--- src/rtl/vpu_fp_exp_seq_pkg.sv ---
// Shared types and constants for the vector exp sequencer that time-multiplexes
// a single pipelined BF16 exp core across the lanes of a vector operand.
package vpu_fp_exp_seq_pkg;

    localparam int OPERAND_WIDTH = 16;
    localparam int EXP_LANE_CNT  = 16;

    typedef enum logic [1:0] {
        IDLE  = 2'd0,
        ISSUE = 2'd1,
        DRAIN = 2'd2,
        DONE  = 2'd3
    } exp_seq_state_t;

    typedef logic [$clog2(EXP_LANE_CNT+1)-1:0] exp_vlen_t;

endpackage

--- src/rtl/vpu_fp_exp_seq.sv ---
// Issues vlen lanes, one per cycle, to an external in-order exp core and gathers
// the results. Optional watchdog enabled by defining VPU_FP_EXP_SEQ_TIMEOUT_EN.
module vpu_fp_exp_seq
    import vpu_fp_exp_seq_pkg::*;
#(
    parameter int LANE_CNT      = EXP_LANE_CNT,
    parameter int OPERAND_WIDTH = vpu_fp_exp_seq_pkg::OPERAND_WIDTH,
    parameter int TIMEOUT_CYC   = 64
) (
    input  logic                              clk,
    input  logic                              rst_n,
    input  logic                              start_i,
    input  logic [$clog2(LANE_CNT+1)-1:0]     vlen_i,
    input  logic [LANE_CNT*OPERAND_WIDTH-1:0] op_vec_i,
    output logic                              busy_o,
    output logic                              core_start_o,
    output logic [OPERAND_WIDTH-1:0]          core_op_o,
    input  logic                              core_done_i,
    input  logic [OPERAND_WIDTH-1:0]          core_result_i,
    output logic [LANE_CNT*OPERAND_WIDTH-1:0] result_vec_o,
    output logic                              done_o,
    output logic                              err_o
);

    localparam int W  = OPERAND_WIDTH;
    localparam int IW = $clog2(LANE_CNT+1);
    localparam int LW = $clog2(LANE_CNT);
    localparam logic [IW-1:0] LANE_MAX = IW'(LANE_CNT);

    if ((LANE_CNT < 2) || ((LANE_CNT & (LANE_CNT - 1)) != 0) || (TIMEOUT_CYC < 1)) begin : g_param_check
        $error("vpu_fp_exp_seq: LANE_CNT must be a power of 2 >= 2 and TIMEOUT_CYC >= 1");
    end

    exp_seq_state_t state_q, state_d;
    logic [IW-1:0]  issue_idx_q, issue_idx_d;
    logic [IW-1:0]  wr_idx_q, wr_idx_d;
    logic [IW-1:0]  vlen_q, vlen_d;
    logic [IW-1:0]  vlen_in;
    logic [W-1:0]   op_q [LANE_CNT];
    logic [W-1:0]   op_d [LANE_CNT];
    logic [W-1:0]   res_q [LANE_CNT];
    logic [W-1:0]   res_d [LANE_CNT];
    logic [W-1:0]   op_in [LANE_CNT];
    logic           core_start_q, core_start_d;
    logic [W-1:0]   core_op_q, core_op_d;
    logic           done_q, done_d;

`ifdef VPU_FP_EXP_SEQ_TIMEOUT_EN
    localparam int TW = $clog2(TIMEOUT_CYC+1);
    localparam logic [TW-1:0] WDOG_LIMIT = TW'(TIMEOUT_CYC);
    logic           err_q, err_d;
    logic [TW-1:0]  wdog_q, wdog_d;
`endif

    for (genvar gi = 0; gi < LANE_CNT; gi++) begin : g_lane
        assign op_in[gi]                = op_vec_i[gi*W +: W];
        assign result_vec_o[gi*W +: W]  = res_q[gi];
    end

    assign vlen_in = (vlen_i > LANE_MAX) ? LANE_MAX : vlen_i;

    always_comb begin
        state_d      = state_q;
        issue_idx_d  = issue_idx_q;
        wr_idx_d     = wr_idx_q;
        vlen_d       = vlen_q;
        op_d         = op_q;
        res_d        = res_q;
        core_start_d = 1'b0;
        core_op_d    = core_op_q;
        done_d       = 1'b0;
`ifdef VPU_FP_EXP_SEQ_TIMEOUT_EN
        err_d        = 1'b0;
        wdog_d       = wdog_q;
`endif
        unique case (state_q)
            IDLE: begin
                if (start_i) begin
                    vlen_d      = vlen_in;
                    op_d        = op_in;
                    wr_idx_d    = '0;
                    issue_idx_d = '0;
                    for (int k = 0; k < LANE_CNT; k++) begin
                        res_d[k] = '0;
                    end
`ifdef VPU_FP_EXP_SEQ_TIMEOUT_EN
                    wdog_d = '0;
`endif
                    if (vlen_in == '0) begin
                        state_d = DONE;
                        done_d  = 1'b1;
                    end else begin
                        // Lane 0 goes out straight from the input so the first
                        // issue cycle is the one right after acceptance.
                        state_d      = ISSUE;
                        core_start_d = 1'b1;
                        core_op_d    = op_in[0];
                        issue_idx_d  = IW'(1);
                    end
                end
            end
            ISSUE, DRAIN: begin
                if (state_q == ISSUE) begin
                    if (issue_idx_q < vlen_q) begin
                        core_start_d = 1'b1;
                        core_op_d    = op_q[issue_idx_q[LW-1:0]];
                        issue_idx_d  = issue_idx_q + IW'(1);
                    end else begin
                        state_d = DRAIN;
                    end
                end
                if (core_done_i && (wr_idx_q < vlen_q)) begin
                    res_d[wr_idx_q[LW-1:0]] = core_result_i;
                    wr_idx_d = wr_idx_q + IW'(1);
                    if (wr_idx_d == vlen_q) begin
                        state_d      = DONE;
                        core_start_d = 1'b0;
                        done_d       = 1'b1;
                    end
                end
`ifdef VPU_FP_EXP_SEQ_TIMEOUT_EN
                wdog_d = core_done_i ? '0 : wdog_q + TW'(1);
                if ((wdog_d == WDOG_LIMIT) && (state_d != DONE)) begin
                    state_d      = DONE;
                    core_start_d = 1'b0;
                    done_d       = 1'b1;
                    err_d        = 1'b1;
                end
`endif
            end
            DONE: begin
                state_d = IDLE;
            end
            default: state_d = IDLE;
        endcase
    end

    always_ff @(posedge clk or negedge rst_n) begin
        if (!rst_n) begin
            state_q      <= IDLE;
            issue_idx_q  <= '0;
            wr_idx_q     <= '0;
            vlen_q       <= '0;
            core_start_q <= 1'b0;
            core_op_q    <= '0;
            done_q       <= 1'b0;
            for (int k = 0; k < LANE_CNT; k++) begin
                op_q[k]  <= '0;
                res_q[k] <= '0;
            end
`ifdef VPU_FP_EXP_SEQ_TIMEOUT_EN
            err_q        <= 1'b0;
            wdog_q       <= '0;
`endif
        end else begin
            state_q      <= state_d;
            issue_idx_q  <= issue_idx_d;
            wr_idx_q     <= wr_idx_d;
            vlen_q       <= vlen_d;
            core_start_q <= core_start_d;
            core_op_q    <= core_op_d;
            done_q       <= done_d;
            op_q         <= op_d;
            res_q        <= res_d;
`ifdef VPU_FP_EXP_SEQ_TIMEOUT_EN
            err_q        <= err_d;
            wdog_q       <= wdog_d;
`endif
        end
    end

    assign busy_o       = (state_q != IDLE);
    assign core_start_o = core_start_q;
    assign core_op_o    = core_op_q;
    assign done_o       = done_q;
`ifdef VPU_FP_EXP_SEQ_TIMEOUT_EN
    assign err_o        = err_q;
`else
    assign err_o        = 1'b0;
`endif

endmodule

--- config.mk ---
export PLATFORM = sky130hd
export DESIGN_NAME = vpu_fp_exp_seq
export DESIGN_NICKNAME = d
export VERILOG_FILES = /design/src/rtl/vpu_fp_exp_seq_pkg.sv /design/src/rtl/vpu_fp_exp_seq.sv
export SDC_FILE = /design/constraint.sdc
export NUM_CORES = 1
export LEC_CHECK = 0
export ABC_AREA = 1
export CORE_ASPECT_RATIO = 0.9
export CORE_MARGIN = 2
export CORE_UTILIZATION = 45
export DETAILED_ROUTE_END_ITERATION = 10
export DONT_BUFFER_PORTS = 1
export SYNTH_ARGS = -nofsm -noshare
export SYNTH_HDL_FRONTEND = slang
export SYNTH_SLANG_ARGS = --single-unit
--- constraint.sdc ---
create_clock -name clk -period 3.2 [get_ports clk]
set_input_delay 0.96 -clock clk [delete_from_list [all_inputs] [get_ports clk]]
set_output_delay 0.96 -clock clk [all_outputs]
set_load 0.02 [all_outputs]
==> results of run 1 <==
-- flip-flops by register name, summed over array words and instances, names as in the netlist --
signal        count
result_vec_o    256
core_start_o      1
issue_idx_q       5
vlen_q            5
op_q            256
state_q           2
core_op_o        16
wr_idx_q          5
done_o            1
-- worst max-delay path by stage --
stage / end / slack (ns) / depth (start not counted)
after floorplan: result_vec_o[134] / 1.16 / 9
after global placement: result_vec_o[66] / 0.63 / 11
after detailed placement: result_vec_o[82] / 0.59 / 11
after CTS: busy_o / 0.56 / 3
after global routing: result_vec_o[226] / 0.36 / 9
final: result_vec_o[226] / 0.52 / 9
-- metal layers --
layer / share of wire, % / vias to the layer above
li1: - / 9272
met1: 40 / 9751
met2: 47 / 801
met3: 9.6 / 145
met4: 3.1 / 8
met5: 0.074 / -
-- synth_stat cells (all sizes together) --
cell type / n / area share, %
o22ai: 16 / 0.41
conb: 1 / 0.015
xor2: 2 / 0.071
dfrtp: 547 / 56
nor3: 1 / 0.020
ha: 18 / 0.91
clkinv: 1 / 0.015
nand3b: 1 / 0.030
nand2: 1174 / 18
inv: 304 / 4.6
o31ai: 1 / 0.030
nor3b: 1 / 0.030
o21a: 1 / 0.030
nand4: 8 / 0.20
a21oi: 56 / 1.4
buf: 98 / 2.4
clkbuf: 82 / 1.3
o21ai: 467 / 9.5
nand3: 42 / 0.85
o211ai: 49 / 1.5
nor2: 145 / 3.2
-- per-stage QoR --
step / cells / hold WS (ns) / utilization, % / area (um2)
2_1_floorplan: 3015 / 0.444 / - / 24600
4_1_cts: 3687 / 0.00909 / 49.7 / 26900
6_report: 3691 / 0.0406 / 49.7 / 27000
3_5_place_dp: 3582 / 0.460 / 46.2 / 25000
3_3_place_gp: 3582 / 0.457 / 46.2 / 25000
5_1_grt: 3687 / 0.0103 / 49.7 / 26900
-- power breakdown --
part	internal, mW	switching (mW)	total (mW)
combinational	2.82	7.40	10.2
clock	3.94	2.85	6.79
sequential	9.15	2.28	11.4
total	15.9	12.5	28.4
-- critical path, delay by kind of cell (launching register included) --
kind / cells / cell delay (ns)
AO/OA/AOI/OAI: 2 / 0.89
adder cells (fa/ha/maj): 1 / 0.37
AND/OR/NAND/NOR: 6 / 0.72
flip-flops: 1 / 0.51
-- logic make-up (layout without fill, tap and decap cells) --
| logic type | count (synthesis) | after routing | synth area share [%] |
|---|---|---|---|
| xor gates and xnor gates | 2 | 2 | 0.0712 |
| and+or+nand+nor | 1372 | 1372 | 22.3 |
| DFF | 547 | 547 | 55.6 |
| AOI/OAI and AO/OA | 590 | 590 | 12.8 |
| adders and majority gates | 18 | 18 | 0.915 |
| other | 1 | 5 | 0.0152 |
| buffers and inverters | 485 | 452 | 8.31 |
-- cell type report --
type	count	area (um2)
clock buffer	86	1720
clock inverter	19	198
inverter	305	1150
antenna	4	10.0
timing repair buffer	42	378
tap	705	882
multi-input combinational	1983	8920
sequential	547	13700
fill	5214	27300
==> impl_metrics.py, run 1 <==
metrics = {
    "yosys": {
        "yosysSeqAreaShare_pct": 55.6,
        "netlist_instances": 3015,
        "synth_fp_nets": 3314,
        "synth-seq-cells": 547,
        "avgSynthCellArea_um2": 8.17,
        "synth_area_um2": 24600,
        "synthDistinctLibCells": 35,
        "yosysWarnings": 0,
    },
    "die": {
        "rows": 81,
        "core_um2": 54200,
        "dieArea_um2": 56600,
        "die_w_um": 251,
        "die_h_um": 226,
        "io_pins": 557,
        "start_util_pct": 45.4,
    },
    "power_and_ir_drop": {
        "ir_worst_vdd_v": 0.000616,
        "p_leak_nw": 13.3,
        "fin_total_pwr_mw": 28.4,
        "powerDensity_nw_per_um2": 1060,
    },
    "job": {
        "drv_cap": 0,
    },
    "critical_path": {
        "timing.rr.end": "result_vec_o[226]",
        "cp-end-kind": "register",
        "cp.arrival_ns": 3.15,
        "crit_fanout": 37,
        "rr_worst_depth": 9,
        "cpMaxStageDelayCell": "a21oi_2",
        "cp.required_ns": 3.66,
        "path_class": "register to register",
        "r2r_slack_ns": 0.52,
        "crit_start": "wr_idx_q[2]",
        "path_cells": "ha_1 > nand2_1 > nand2_1 > nand2_1 > nand4_1 > nand2_1 > nand2_8 > a21oi_2 > o21ai_0",
        "rr_startpoint": "wr_idx_q[2]",
        "start_kind": "register",
        "critical_path.max_stage_delay_ns": 0.70,
        "cpMostUsedCell": "nand2_1",
    },
    "clocking": {
        "post_cts_buffers": 0,
        "cts_hold_repair.buffers": 0,
        "numCtsBuffers": 58,
        "cts_tree": "done",
        "cts_root_buf": "clkbuf_16",
        "cts_buffer_depth": 3,
        "clkSinkCount": 547,
        "cts-resized-gates": 0,
        "h-tree-depth": 2,
        "clkLatencyLatePin_ns": 0.63,
        "cts.clk_slew.worst_paths_ns": 0.06,
    },
    "layout": {
        "final_common_cell": "nand2_1",
        "areaGrowthSynthToFinish_pct": 9.47,
        "nets": 3236,
        "layout_common_cells": "nand2_1 (1170), dfrtp_1 (545), o21ai_0 (402), inv_1 (294), nor2_1 (113)",
        "layout-drive-gt1-share_pct": 6.57,
    },
    "drt": {
        "first_iter_violations": 1735,
        "wl_per_cell_um": 21.9,
        "num_vias": 20000,
        "ant_nets": 0,
        "vias_per_cell": 5.41,
        "wl_um": 80800,
        "dr.pass1.iters": 6,
        "drcViolationCount": 0,
    },
    "sta": {
        "worstMarginPinSlew_ns": 1.14,
        "fin_skew_ns": 0.0119,
        "fin_ws_ns": 0.517,
        "clock.fmax_mhz": 373,
        "maxSlewHeadroom_pct": 23.9,
        "fin_crit_ns": 2.68,
        "finalSetupViolCount": 0,
        "fin_setup_tns_ns": 0,
        "hold_viol": 0,
        "drv_slew": 0,
        "rsz0062_at_grt": "false",
        "fin_crit_sh_pct": 83.8,
    },
    "placed_design": {
        "dp_hpwl_um": 55100,
        "pre_cts_ws_ns": 0.594,
        "port_buffers": 0,
        "gp_congestion": 0.939,
    },
    "global_route": {
        "first_global_vias": 19200,
        "grtUsageMet1_pct": 35.3,
        "busiest_layer": "met2",
        "grt_start_max_net_pins": 548,
        "grtUsageMet3_pct": 8.88,
        "gr-total-overflow": 0,
        "grt_pass1_wl_um": 121000,
        "use_met2_pct": 45.8,
        "grtUsageTotal_pct": 28.0,
        "antenna_found_initial": 7,
    },
    "run_status": {
        "status": "completed",
    },
    "hold_path": {
        "hold_class": "primary input to asynchronous set/reset pin",
    },
}
No activity file was read; power rests on OpenSTA's default activity.
==> inputs of run 2 (changes only) <==
==> constraint.sdc (replaced) <==
create_clock -name clk -period 2.2 [get_ports clk]
set_input_delay 0.66 -clock clk [delete_from_list [all_inputs] [get_ports clk]]
set_output_delay 0.66 -clock clk [all_outputs]
set_load 0.02 [all_outputs]
==> impl_metrics.py, run 2 (synthesis gave the netlist of run 1 again) <==
metrics = {
    "run_status": {
        "status": "finished with violations",
        "violations": "hold timing, slew limit",
    },
    "power_and_ir_drop": {
        "powerDensity_nw_per_um2": 1560,
        "p_leak_nw": 13.8,
        "ir_worst_vdd_v": 0.000745,
        "fin_total_pwr_mw": 43.9,
    },
    "die": {
        "io_pins": 557,
        "dieArea_um2": 56600,
        "core_um2": 54200,
        "start_util_pct": 45.4,
        "die_h_um": 226,
        "rows": 81,
        "die_w_um": 251,
    },
    "critical_path": {
        "cp.arrival_ns": 2.66,
        "crit_start": "vlen_q[3]",
        "path_cells": "inv_1 > ha_1 > nand2_1 > inv_1 > nand2_2 > nand4_1 > nand2_2 > nand2_8 > clkbuf_16 > nor2_8 > clkbuf_16 > nand2_1 > o21ai_0",
        "cp-end-kind": "register",
        "cpMaxStageDelayCell": "dfrtp_1",
        "cp.required_ns": 2.73,
        "path_class": "register to register",
        "r2r_slack_ns": 0.08,
        "rr_startpoint": "vlen_q[3]",
        "start_kind": "register",
        "critical_path.max_stage_delay_ns": 0.38,
        "crit_fanout": 7,
    },
    "clocking": {
        "cts_tree": "done",
        "cts_root_buf": "clkbuf_16",
        "cts_buffer_depth": 3,
        "cts.clk_slew.worst_paths_ns": 0.06,
        "numCtsBuffers": 57,
        "h-tree-depth": 2,
        "clkSinkCount": 547,
        "clkLatencyLatePin_ns": 0.61,
    },
    "sta": {
        "rsz0062_at_grt": "true",
        "hold_viol": 322,
        "maxSlewHeadroom_pct": -10.5,
        "clock.fmax_mhz": 471,
        "fin_crit_sh_pct": 96.5,
        "fin_crit_ns": 2.12,
        "fin_ws_ns": 0.0760,
        "fin_setup_tns_ns": 0,
        "worstMarginPinSlew_ns": 1.66,
        "finalSetupViolCount": 0,
        "fin_skew_ns": 0.0190,
        "hold_slack_ns": -0.256,
        "drv_slew": 115,
    },
    "layout": {
        "layout_common_cells": "nand2_1 (1167), dfrtp_1 (545), o21ai_0 (379), inv_1 (289), nor2_1 (108)",
        "nets": 3321,
        "final_util_pct": 52.0,
        "areaGrowthSynthToFinish_pct": 14.5,
        "layout-drive-gt1-share_pct": 9.66,
        "final_common_cell": "nand2_1",
        "final_cells": 3776,
        "fillers": 5096,
    },
    "drt": {
        "first_iter_violations": 1558,
        "wl_um": 81600,
        "dr.pass1.iters": 6,
        "drcViolationCount": 0,
        "vias_per_cell": 5.31,
        "ant_nets": 0,
        "wl_per_cell_um": 21.6,
        "num_vias": 20000,
    },
    "placed_design": {
        "dp_hpwl_um": 56500,
        "port_buffers": 0,
        "pre_cts_ws_ns": 0.00368,
        "dp_cells": 3639,
        "gp_congestion": 0.896,
    },
    "global_route": {
        "grt_pass1_wl_um": 120000,
        "gr-total-overflow": 0,
        "grtUsageTotal_pct": 28.1,
        "antenna_found_initial": 9,
        "grt_start_max_net_pins": 548,
        "first_global_vias": 19500,
    },
    "hold_path": {
        "hold_class": "primary input to asynchronous set/reset pin",
    },
    "job": {
        "drv_cap": 0,
    },
}
run 2: changes by cell type in the layout (fill, tap and decap cells not counted), moves of 3 or more:
cell	previous run	this run
nand2_2	2	5
a21oi_4	1	4
buf_6	0	4
inv_1	294	289
buf_4	37	80
clkinv_2	10	6
buf_12	5	39
o21ai_0	402	379
nand2_1	1170	1167
nor2_1	113	108
o21ai_1	65	87
nor2_2	14	19
clkinvlp_4	2	5
run 2: final cells by class:
cell class                 count  area [um2]  share of cell area (%)
antenna                        6        15.0                  0.0533
multi-input combinational   1984        9010                    32.0
tap                          705         882                    3.13
inverter                     305        1160                    4.13
clock buffer                  85        1680                    5.97
clock inverter                17         201                   0.715
sequential                   547       13700                    48.6
timing repair buffer         127        1530                    5.43
run 2: path summary, 6_finish.rpt:
path                                endpoint  cells past startpoint
max                         result_vec_o[75]                     13
min                        result_vec_o[197]                      0
max reg2reg                 result_vec_o[75]                     13
min reg2reg                         op_q[89]                      2
max in group asynchronous     issue_idx_q[1]                      0
min in group clk                   op_q[202]                      2
run 2: routing by layer:
metal | global-route usage (%) | part of all wire (%) | vias to the layer above | routed length [um]
li1 | - | - | 9471 | -
met1 | 34.2 | 39 | 9683 | 31700
met2 | 45.2 | 47 | 723 | 38100
met3 | 10.3 | 10 | 162 | 8240
met4 | 11.7 | 4.4 | 4 | 3570
met5 | 0 | 0.025 | - | 20
run 2: through the flow:
stage	cell area, um2	hold slack [ns]
finish	28200	-0.256
global route	28200	-0.282
CTS	27800	-0.280
detailed placement	25800	0.380
global placement	25800	0.379
floorplan	24600	0.364
run 2: where the power goes:
part	switching [mW]	internal, mW	leakage (nW)
logic	11.5	6.15	5.76
clock network	4.09	5.63	0.920
registers	3.24	13.3	7.17
total	18.8	25.1	13.8
run 2: critical path: cells and delay by family (launching register included):
family | cells | cell delay [ns]
AND/OR/NAND/NOR | 7 | 0.82
buffers and inverters | 4 | 0.55
flip-flops | 1 | 0.38
adder cells (fa/ha/maj) | 1 | 0.22
AO/OA/AOI/OAI | 1 | 0.07
run 2: timing repair:
action                     CTS  global route
gates cloned                 0             3
setup endpoints to repair    8           246
resized for setup            2            50
hold endpoints to repair   547           547
buffers inserted             7            19
pin swaps                    3             7
